File: src/rtl/mem_bus_arbiter.sv
// mem_bus_arbiter: shares one memory bus (cbus) between the core's data and
// instruction ports. Data wins by default; an instruction request that has
// lost MaxWait consecutive arbitrations wins the next one. The granted request
// is latched and held on cbus until its final beat completes.
module mem_bus_arbiter #(
  parameter int unsigned AddrW   = 64,
  parameter int unsigned DataW   = 64,
  parameter int unsigned MaxWait = 4
) (
  input  logic                 clk_i,
  input  logic                 reset_i,
  // Data port
  input  logic                 d_valid_i,
  input  logic                 d_is_write_i,
  input  logic [AddrW-1:0]     d_addr_i,
  input  logic [DataW/8-1:0]   d_strobe_i,
  input  logic [DataW-1:0]     d_wdata_i,
  input  logic [3:0]           d_len_i,
  output logic                 d_ready_o,
  output logic                 d_last_o,
  output logic [DataW-1:0]     d_rdata_o,
  // Instruction port
  input  logic                 i_valid_i,
  input  logic [AddrW-1:0]     i_addr_i,
  input  logic [3:0]           i_len_i,
  output logic                 i_ready_o,
  output logic                 i_last_o,
  output logic [DataW-1:0]     i_rdata_o,
  // Shared cbus
  output logic                 c_valid_o,
  output logic                 c_is_write_o,
  output logic [AddrW-1:0]     c_addr_o,
  output logic [DataW/8-1:0]   c_strobe_o,
  output logic [DataW-1:0]     c_wdata_o,
  output logic [3:0]           c_len_o,
  input  logic                 c_ready_i,
  input  logic                 c_last_i,
  input  logic [DataW-1:0]     c_rdata_i
);

  localparam int unsigned StrbW = DataW / 8;
  localparam logic [3:0] MaxWaitC = 4'(MaxWait);

  typedef enum logic [0:0] {StIdle, StBusy} state_e;

  state_e             state_q, state_d;
  logic               grant_i_q, grant_i_d;  // 1: instruction port owns the bus
  logic [3:0]         wait_cnt_q, wait_cnt_d;
  logic               c_is_write_q, c_is_write_d;
  logic [AddrW-1:0]   c_addr_q, c_addr_d;
  logic [StrbW-1:0]   c_strobe_q, c_strobe_d;
  logic [DataW-1:0]   c_wdata_q, c_wdata_d;
  logic [3:0]         c_len_q, c_len_d;

  logic latch_en;
  logic pick_i;

  assign latch_en = (state_q == StIdle) && (d_valid_i || i_valid_i);
  assign pick_i   = i_valid_i && (!d_valid_i || (wait_cnt_q == MaxWaitC));

  // State register.
  always_ff @(posedge clk_i) begin
    if (reset_i) begin
      state_q <= StIdle;
    end else begin
      state_q <= state_d;
    end
  end

  // Next-state: any request in idle starts a transaction; final beat ends it.
  always_comb begin
    state_d = state_q;
    unique case (state_q)
      StIdle:  if (d_valid_i || i_valid_i) state_d = StBusy;
      StBusy:  if (c_ready_i && c_last_i) state_d = StIdle;
      default: state_d = StIdle;
    endcase
  end

  // Grant decision, starvation counter and request latch.
  always_comb begin
    grant_i_d    = grant_i_q;
    wait_cnt_d   = wait_cnt_q;
    c_is_write_d = c_is_write_q;
    c_addr_d     = c_addr_q;
    c_strobe_d   = c_strobe_q;
    c_wdata_d    = c_wdata_q;
    c_len_d      = c_len_q;
    if (latch_en) begin
      grant_i_d = pick_i;
      if (pick_i) begin
        wait_cnt_d   = '0;
        c_is_write_d = 1'b0;
        c_addr_d     = i_addr_i;
        c_strobe_d   = '0;
        c_wdata_d    = '0;
        c_len_d      = i_len_i;
      end else begin
        if (i_valid_i && (wait_cnt_q != MaxWaitC)) wait_cnt_d = wait_cnt_q + 4'd1;
        c_is_write_d = d_is_write_i;
        c_addr_d     = d_addr_i;
        c_strobe_d   = d_strobe_i;
        c_wdata_d    = d_wdata_i;
        // Writes are single-beat regardless of d_len.
        c_len_d      = d_is_write_i ? 4'd0 : d_len_i;
      end
    end
  end

  // Request register; only ever updated from idle, so cbus is stable in busy.
  always_ff @(posedge clk_i) begin
    if (reset_i) begin
      grant_i_q    <= 1'b0;
      wait_cnt_q   <= '0;
      c_is_write_q <= 1'b0;
      c_addr_q     <= '0;
      c_strobe_q   <= '0;
      c_wdata_q    <= '0;
      c_len_q      <= '0;
    end else begin
      grant_i_q    <= grant_i_d;
      wait_cnt_q   <= wait_cnt_d;
      c_is_write_q <= c_is_write_d;
      c_addr_q     <= c_addr_d;
      c_strobe_q   <= c_strobe_d;
      c_wdata_q    <= c_wdata_d;
      c_len_q      <= c_len_d;
    end
  end

  // Outputs: cbus from the latch; beat responses routed to the owner only.
  always_comb begin
    c_valid_o    = (state_q == StBusy);
    c_is_write_o = c_is_write_q;
    c_addr_o     = c_addr_q;
    c_strobe_o   = c_strobe_q;
    c_wdata_o    = c_wdata_q;
    c_len_o      = c_len_q;
    d_ready_o    = 1'b0;
    d_last_o     = 1'b0;
    d_rdata_o    = '0;
    i_ready_o    = 1'b0;
    i_last_o     = 1'b0;
    i_rdata_o    = '0;
    if (state_q == StBusy) begin
      if (grant_i_q) begin
        i_ready_o = c_ready_i;
        i_last_o  = c_ready_i && c_last_i;
        i_rdata_o = c_rdata_i;
      end else begin
        d_ready_o = c_ready_i;
        d_last_o  = c_ready_i && c_last_i;
        d_rdata_o = c_rdata_i;
      end
    end
  end

endmodule

File: config.mk
export PLATFORM = sky130hd
export DESIGN_NAME = mem_bus_arbiter
export DESIGN_NICKNAME = d
export VERILOG_FILES = /design/src/rtl/mem_bus_arbiter.sv
export SDC_FILE = /design/constraint.sdc
export NUM_CORES = 1
export LEC_CHECK = 0
export ABC_AREA = 1
export BUFFER_PORTS_ARGS = -buffer_cell sky130_fd_sc_hd__buf_2
export CAP_MARGIN = 20
export CORE_AREA = 4 4 212 214
export DETAILED_ROUTE_END_ITERATION = 8
export DIE_AREA = 0 0 216 218
export RECOVER_POWER = 25
export SLEW_MARGIN = 15
export SYNTH_ARGS = -nofsm -noshare
export SYNTH_HDL_FRONTEND = slang
export SYNTH_SLANG_ARGS = --single-unit
File: constraint.sdc
create_clock -name clk_i -period 2.15 [get_ports clk_i]
set_clock_uncertainty 0.05 [all_clocks]
set_input_delay 0.3225 -clock clk_i [delete_from_list [all_inputs] [get_ports clk_i]]
set_output_delay 0.3225 -clock clk_i [all_outputs]
set_load 0.05 [all_outputs]
==> metrics.txt, run 1 <==
run status finished, final reports clean; Clock Sinks 147; worst min path class in2reg; ratio of cells with drive above 1 in the final layout 0.347; die height 218 µm; die area 0.0471 mm²; worst slew pin tran 0.692 ns; Slew Viols, Final 0; maximum vdd drop 0.000550 V; CTS max path bufs 2; vias per cell 4.10; Netlist cell types 18; Nets 1,959; Buf+Inv Stages, Crit Path 3; worst path required time 1.78 ns; Setup TNS 0 ns; Min-Delay Path Depth 3; Slowest cell on crit path dfxtp_4; Synth Cell Area 0.00727 mm²; share of the synthesized area in the top cell type 0.405; Seq/Total Area, Yosys 0.405; initial antenna violation count 7; commonest non-fill, non-tap cell in the layout buf_2; detailed placement HPWL 28,900 µm; Worst Min Path Start d_wdata_i[33]; Mapped Avg Cell Area 6.19 µm²; top post-synthesis cells by area dfxtp_1 (40%), nand3_1 (15%), nor2_1 (14%); vias in the first global route 8,881; Clock Latency Late Sink 0.45 ns; minimum clock period 2.13 ns; FF-to-FF End c_strobe_o[5]; GRT Residual Overflow 0; Fin. Hold Viols 0; Post-Syn Nets 1,455; Combinational Power Share 0.326; Fillers 4,773; std cell rows 76; Max FO, Critical Path 19; Synth Register Bits 147; vias after detailed routing 9,347; Psw 0.00366 W; clock share of power 0.340; Tot GR Track Use 0.147; GPL Wtd Cong 0.961; CP Launch Type flop; Sequential Power Share 0.334; largest net degree at the start of global routing 79; Max stage delay on crit path 0.38 ns; Starting Density 0.169; Power Internal 0.00556 W; fmax 0.470 GHz; cell breakdown of the critical path clkinvlp_4, or2_4, buf_16, nor2_1, buf_6; worst reg-to-reg setup slack 0.26 ns; Critical Path Sink Type output pin; crit path kind reg2out; Syn Inst Count 1,174; WHS 0.0742 ns; reg2reg path depth 9; Num CTS Buffers 17; H-tree depth 4; Die Wd 216 µm; Port-buffer cells 552; TritonCTS clock tree done; leak pwr 6.33 nW; switch share 0.397; area grow syn2layout 62.6%; worst reg2reg path startpoint wait_cnt_q[0]; fin crit share 0.989; Hold Path End c_wdata_o[33]; I/O pin cnt 553; Crit path max-delay family buffers and inverters; DRC marker count from the first detailed-route iteration 475; clk slew on worst S/H paths 0.07 ns; power density cells 780 mW/mm²; CP arrival 1.75 ns; drt drc 0; CP Launch Point c_valid_o; Root Buffer clkbuf_16; Synth warnings 0; first-pass GRT wire length 52,700 µm; most frequent cells in the layout buf_2 (403), nand2_1 (219), nand3_1 (212); max_slew headroom 0.541; Total Wirelength 37,100 µm; Routed Antenna Nets 0; Initial DRT Pass Iterations 5; Synth area leader dfxtp_1; wire per inst 16.3 µm; total core area 0.0429 mm²; final setup fails 0; MaxCap Viol Count 0; RSZ-0062 raised after global routing true
==> worst max path at each step <==
stage | end | slack (ns) | cells after the start
final | d_rdata_o[5] | 0.02 | 5
after global routing | d_rdata_o[13] | -0.07 | 5
after CTS | d_rdata_o[22] | -0.04 | 5
after floorplan | d_rdata_o[33] | -0.03 | 5
after global placement | d_rdata_o[14] | 0.23 | 5
after detailed placement | d_rdata_o[8] | 0.23 | 5
==> tightest hold or removal path, cell delays in order <==
cell and delay [ns]:
buf_2 0.09, nand3_1 0.06, a21oi_1 0.05
==> stage by stage <==
step	total power, W	area [µm²]	utilization	setup WS (ns)	cells
final	0.00922	11800	0.276	0.0243	2278
after global routing	0.00969	11800	0.276	-0.0678	2278
after CTS	0.00934	11800	0.274	-0.0446	2274
after detailed placement	0.00604	10800	0.252	0.225	2239
after global placement	0.00602	10800	0.252	0.231	2239
after floorplan	0.00513	7420	-	-0.0345	1174
==> metal layers <==
layer	GRT usage	wire length (µm)
met5	0	44
met4	0.0700	1470
met3	0.0524	3270
met2	0.258	18600
met1	0.158	13700
==> power by group through the flow <==
stage / registers (W) / clock network [W] / logic, W
4_1_cts: 0.00308 / 0.00326 / 0.00301
3_3_place_gp: 0.00313 / 0 / 0.00289
2_1_floorplan: 0.00390 / 0 / 0.00123
6_report: 0.00308 / 0.00313 / 0.00300
3_5_place_dp: 0.00314 / 0 / 0.00291
5_1_grt: 0.00311 / 0.00337 / 0.00321
==> synthesized netlist by cell type <==
master and n:
inv_2 1, or2_2 1, inv_1 143, a21oi_1 77, buf_1 4, o21ai_2 1, buf_6 2, buf_4 1
nand2_1 220, nor2_1 274, clkbuf_1 45, nand3_1 212, nor3_1 1, xor2_1 2, nand2_2 2, ha_1 2
buf_2 39, dfxtp_1 147
==> repair_timing <==
item | in CTS | in global routing
setup endpoints to repair | 62 | 55
hold buffers | 0 | 0
pin swaps | 1 | 2
setup buffers | 2 | 0
gates cloned | 1 | 2
hold endpoints to repair | 0 | 0
resized for setup | 96 | 48
==> sequential cells by signal (all words and copies together), names as in the netlist <==
register / flops
c_addr_o: 64
c_wdata_o: 64
c_strobe_o: 8
c_len_o: 4
wait_cnt_q: 4
c_is_write_o: 1
c_valid_o: 1
grant_i_q: 1
==> kinds of logic after synthesis <==
| logic type | Yosys count | synth area share |
|---|---|---|
| AO/OA/AOI/OAI | 78 | 0.0542 |
| XOR/XNOR | 2 | 0.00241 |
| flip-flops | 147 | 0.405 |
| adder cells (fa/ha/maj) | 2 | 0.00344 |
| AND/OR/NAND/NOR | 710 | 0.404 |
| buffers and inverters | 235 | 0.131 |
==> area by class of cell <==
class,instances,area (µm²),share of cell area
diodes,2,5.00,0.000423
inverters,144,549,0.0465
well taps,585,732,0.0619
clock buffers,18,439,0.0372
repair buffers,575,3360,0.284
flip-flops and latches,147,2950,0.249
clock inverters,14,166,0.0141
multi-input cells,793,3620,0.307
Power figures use the tool's default switching activity.
==> run 2, diff against run 1 <==
- CORE_AREA: 4 4 212 214 -> 4 4 213 215
- DIE_AREA: 0 0 216 218 -> 0 0 217 219
==> run 2 against run 1 <==
  * Total power shrank 0.89%
  * Fmax grew 1.9%
  * Final cell count grew 0.53%
  * Sequential share of layout area grew 0.25 points
  * Critical path type unchanged
  * Largest power group is now registers
  * Highest routed layer unchanged
==> metrics.txt, run 2 (same netlist as run 1, synthesis figures left out) <==
Crit path max-delay family simple AND/OR/NAND/NOR gates; worst slew pin tran 0.689 ns; Root Buffer clkbuf_16; detailed placement HPWL 28,300 µm; max_slew headroom 0.542; Critical Path Sink Type output pin; Routed Antenna Nets 0; Setup TNS 0 ns; initial antenna violation count 7; worst reg2reg path startpoint wait_cnt_q[0]; area grow syn2layout 61.1%; clk slew on worst S/H paths 0.07 ns; FF-to-FF End c_addr_o[26]; fin crit share 0.970; Multi-input gate area 0.00357 mm²; GPL Wtd Cong 0.866; Port-buffer cells 552; worst min path class in2reg; Slowest cell on crit path dfxtp_4; Clock Latency Late Sink 0.47 ns; CP Launch Point c_valid_o; H-tree depth 4; Fillers 4,935; Nets 1,964; CTS max path bufs 2; total power 0.00913 W; Buf+Inv Stages, Crit Path 3; wire per inst 16.0 µm; Tot GR Track Use 0.145; power density cells 780 mW/mm²; CP arrival 1.71 ns; GRT Residual Overflow 0; Num CTS Buffers 17; vias after detailed routing 9,326; worst path required time 1.78 ns; reg2reg path depth 11; fmax 0.480 GHz; Die Wd 217 µm; crit path to d_rdata_o[51]; Max stage delay on crit path 0.37 ns; cell breakdown of the critical path inv_2, or2_4, buf_4, nor2_2, buf_6; Critical Path Stages 5; final setup fails 0; DRC marker count from the first detailed-route iteration 373; commonest non-fill, non-tap cell in the layout buf_2; Starting Density 0.166; RSZ-0062 raised after global routing true; Initial DRT Pass Iterations 7; first-pass GRT wire length 51,900 µm; MaxCap Viol Count 0; minimum clock period 2.09 ns; I/O pin cnt 553; leak pwr 6.28 nW; worst reg-to-reg setup slack 0.29 ns; die area 0.0475 mm²; vias per cell 4.07; maximum vdd drop 0.000663 V; most frequent cells in the layout buf_2 (395), nor2_1 (230), nand2_1 (220); Clock Sinks 147; Total Wirelength 36,700 µm; ratio of cells with drive above 1 in the final layout 0.334; largest net degree at the start of global routing 77; Fin. Hold Viols 0; Max FO, Critical Path 11; Slew Viols, Final 0; crit path kind reg2out; hold buffers post-CTS 0; die height 219 µm; std cell rows 77; vias in the first global route 8,788; Sequential Area 0.00295 mm²; CP Launch Type flop; TritonCTS clock tree done; total core area 0.0437 mm²; drt drc 0; run status finished, final reports clean
[run 2: changes by cell type in the layout (fill, tap and decap cells not counted), moves of 4 or more]
cell | before | now
clkinvlp_4 | 1 | 5
buf_4 | 12 | 33
nor2_2 | 50 | 32
clkinv_4 | 4 | 0
buf_2 | 403 | 395
nor2_1 | 211 | 230
buf_6 | 53 | 40
clkbuf_1 | 92 | 98
[run 2: metal layers]
| metal | share of wire | track usage | up-vias | wire length [µm] |
|---|---|---|---|---|
| met2 | 0.50 | 0.256 | 408 | 18500 |
| met5 | 0.00052 | 0 | - | 19 |
| met1 | 0.38 | 0.156 | 4219 | 14100 |
| li1 | - | - | 4633 | - |
| met4 | 0.035 | 0.0676 | 4 | 1280 |
| met3 | 0.076 | 0.0479 | 62 | 2800 |
[run 2: layout make-up]
| type | count | area share |
|---|---|---|
| sequential | 147 | 0.252 |
| tap | 592 | 0.0633 |
| timing repair buffer | 580 | 0.283 |
| inverter | 144 | 0.0466 |
| clock inverter | 15 | 0.0138 |
| clock buffer | 17 | 0.0363 |
| multi-input combinational | 793 | 0.305 |
| antenna | 2 | 0.000428 |
[run 2: timing repair]
action,4_1_cts,5_1_grt
cloned,0,1
setup endpoints to repair,47,59
resized for setup,74,43
setup buffers,0,1
[run 2: worst min-delay path by stage]
stage / start / slack [ns] / endpoint / depth (start not counted)
finish: d_strobe_i[6] / 0.06 / c_strobe_o[6] / 3
global route: d_wdata_i[37] / 0.02 / c_wdata_o[37] / 3
CTS: d_strobe_i[6] / 0.001 / c_strobe_o[6] / 3
detailed placement: c_wdata_o[35] / 0.40 / c_wdata_o[35] / 2
global placement: c_wdata_o[4] / 0.40 / c_wdata_o[4] / 2
floorplan: grant_i_q / 0.40 / grant_i_q / 2
[run 2: power by group]
part | internal, W | total [W] | switching [W]
combinational | 0.000808 | 0.00297 | 0.00216
sequential | 0.00295 | 0.00308 | 0.000127
clock | 0.00164 | 0.00308 | 0.00145
[run 2: worst reg2reg max path, delay by kind of cell, from the launching register on]
family	cells	cell delay, ns
and+or+nand+nor	6	0.58
adders and majority gates	1	0.20
buffers and inverters	4	0.63
DFF	1	0.36
[run 2: stage by stage]
stage | worst slack, ns | std cells | hold slack (ns) | utilization | area [µm²]
final | 0.0648 | 2290 | 0.0596 | 0.268 | 11700
after global routing | -0.0165 | 2290 | 0.0222 | 0.268 | 11700
after CTS | -0.0859 | 2286 | 0.00112 | 0.267 | 11700
after detailed placement | 0.367 | 2254 | 0.402 | 0.249 | 10900
after global placement | 0.412 | 2254 | 0.400 | 0.249 | 10900
after floorplan | -0.0345 | 1174 | 0.403 | - | 7420
==> run 3, diff against run 2 <==
- BUFFER_PORTS_ARGS: -buffer_cell sky130_fd_sc_hd__buf_2 -> -buffer_cell sky130_fd_sc_hd__clkbuf_2
- SETUP_SLACK_MARGIN: not set -> 0.5
==> run 3 against run 2 <==
  * Worst setup slack gained 0.025 ns
  * Register-to-register slack got worse by 0.10 ns
  * Global-route usage increased by 1.8 points
  * Critical endpoint is now d_rdata_o[34]
  * Sequential cell count stayed put
  * Non-clock buffer count is 45 higher
==> metrics.txt, run 3 (same netlist as run 1, synthesis figures left out) <==
Nets 2,011; reg2reg path depth 7; Min-Delay Path Depth 3; fin crit share 0.958; leak pwr 7.10 nW; Initial DRT Pass Iterations 7; initial antenna violation count 3; ratio of cells with drive above 1 in the final layout 0.408; Setup TNS 0 ns; most frequent cells in the layout clkbuf_2 (313), nand2_1 (217), nand3_1 (196); wire per inst 18.9 µm; die area 0.0475 mm²; I/O pin cnt 553; CP arrival 1.69 ns; total core area 0.0437 mm²; die height 219 µm; Critical Path Sink Type output pin; clk slew on worst S/H paths 0.07 ns; CP Launch Type flop; area grow syn2layout 102%; vias in the first global route 9,464; worst min path class in2reg; Slew Viols, Final 0; crit path kind reg2out; detailed placement HPWL 29,000 µm; CTS max path bufs 2; Critical Path Stages 5; std cell rows 77; vias after detailed routing 9,940; Total Wirelength 44,100 µm; minimum clock period 2.06 ns; RSZ-0062 raised after global routing true; Max stage delay on crit path 0.39 ns; total power 0.00989 W; Root Buffer clkbuf_16; Fin. Hold Viols 0; power density cells 673 mW/mm²; Routed Antenna Nets 0; TritonCTS clock tree done; Multi-input gate area 0.00446 mm²; Combinational Power Share 0.371; drt drc 0; maximum vdd drop 0.000532 V; MaxCap Viol Count 0; Sequential Area 0.00295 mm²; Port-buffer cells 552; clock share of power 0.317; Sequential Power Share 0.311; vias per cell 4.26; Psw 0.00402 W; Slowest cell on crit path dfxtp_4; cell breakdown of the critical path inv_6, or2_4, buf_16, nor2_4, buf_8; H-tree depth 4; Clock Latency Late Sink 0.46 ns; commonest non-fill, non-tap cell in the layout clkbuf_2; Fillers 4,559; fmax 0.485 GHz; Die Wd 217 µm; switch share 0.406; Max FO, Critical Path 7; largest net degree at the start of global routing 87; GRT Residual Overflow 0; worst path required time 1.78 ns; Power Internal 0.00588 W; max_slew headroom 0.446; Crit path max-delay family simple AND/OR/NAND/NOR gates; first-pass GRT wire length 58,300 µm; run status finished, final reports clean; DRC marker count from the first detailed-route iteration 588; Num CTS Buffers 17; Buf+Inv Stages, Crit Path 3; GPL Wtd Cong 0.925; Tot GR Track Use 0.163; final setup fails 0; Clock Sinks 147; Starting Density 0.166; worst slew pin tran 0.832 ns
-- run 3: cell types whose count changed in the layout (fill, tap and decap cells not counted), sizes merged --
cell and change:
clkbuf +362, or2 +1, buf -316, diode -1, clkinv +3, clkinvlp -3
-- run 3: area by class of cell --
| type | instances | area share |
|---|---|---|
| timing repair inverter | 1 | 0.000595 |
| multi-input combinational | 794 | 0.303 |
| clock buffer | 18 | 0.0306 |
| inverter | 144 | 0.0379 |
| timing repair buffer | 625 | 0.366 |
| antenna | 1 | 0.000170 |
| clock inverter | 14 | 0.0106 |
| tap | 592 | 0.0504 |
| sequential | 147 | 0.201 |
-- run 3: power groups by stage --
| stage | combinational [W] | sequential [W] | clock (W) |
|---|---|---|---|
| final | 0.00367 | 0.00308 | 0.00314 |
| after global routing | 0.00388 | 0.00311 | 0.00339 |
| after CTS | 0.00345 | 0.00308 | 0.00329 |
| after detailed placement | 0.00305 | 0.00314 | 0 |
| after global placement | 0.00303 | 0.00313 | 0 |
| after floorplan | 0.00142 | 0.00390 | 0 |
-- run 3: final timing paths --
| kind | from | to | slack (ns) |
|---|---|---|---|
| max | c_valid_o | d_rdata_o[34] | 0.09 |
| min | d_wdata_i[35] | c_wdata_o[35] | 0.06 |
| max reg2reg | c_valid_o | grant_i_q | 0.19 |
| min reg2reg | c_wdata_o[23] | c_wdata_o[23] | 0.42 |
-- run 3: what timing repair did --
item | 4_1_cts | 5_1_grt
hold buffers | 0 | 0
cloned | 16 | 14
pin swaps | 7 | 36
gates resized for setup | 326 | 157
endpoints found under the setup margin | 167 | 253
buffers inserted | 11 | 13
hold endpoints to repair | 0 | 0
-- run 3: metal layers --
| layer | GRT usage | up-vias | routed length [µm] |
|---|---|---|---|
| met4 | 0.0954 | 4 | 2710 |
| met5 | 0 | - | 27 |
| met3 | 0.0503 | 107 | 3350 |
| li1 | - | 4742 | - |
| met1 | 0.171 | 4588 | 16400 |
| met2 | 0.288 | 499 | 21600 |
-- run 3: tightest hold or removal path: cells and delay by family --
kind | cells | cell delay, ns
compound gates | 1 | 0.05
buf+inv | 1 | 0.08
simple gates | 1 | 0.07
-- run 3: metrics by stage --
step	setup slack (ns)	utilization	cells	instance area (µm²)	hold WS [ns]
6_report	0.0897	0.336	2336	14700	0.0589
3_3_place_gp	0.324	0.263	2249	11500	0.401
3_5_place_dp	0.303	0.263	2249	11500	0.405
5_1_grt	0.0155	0.336	2335	14700	0.0350
4_1_cts	0.0442	0.322	2308	14100	0.0102
2_1_floorplan	0.376	-	1174	8190	0.408
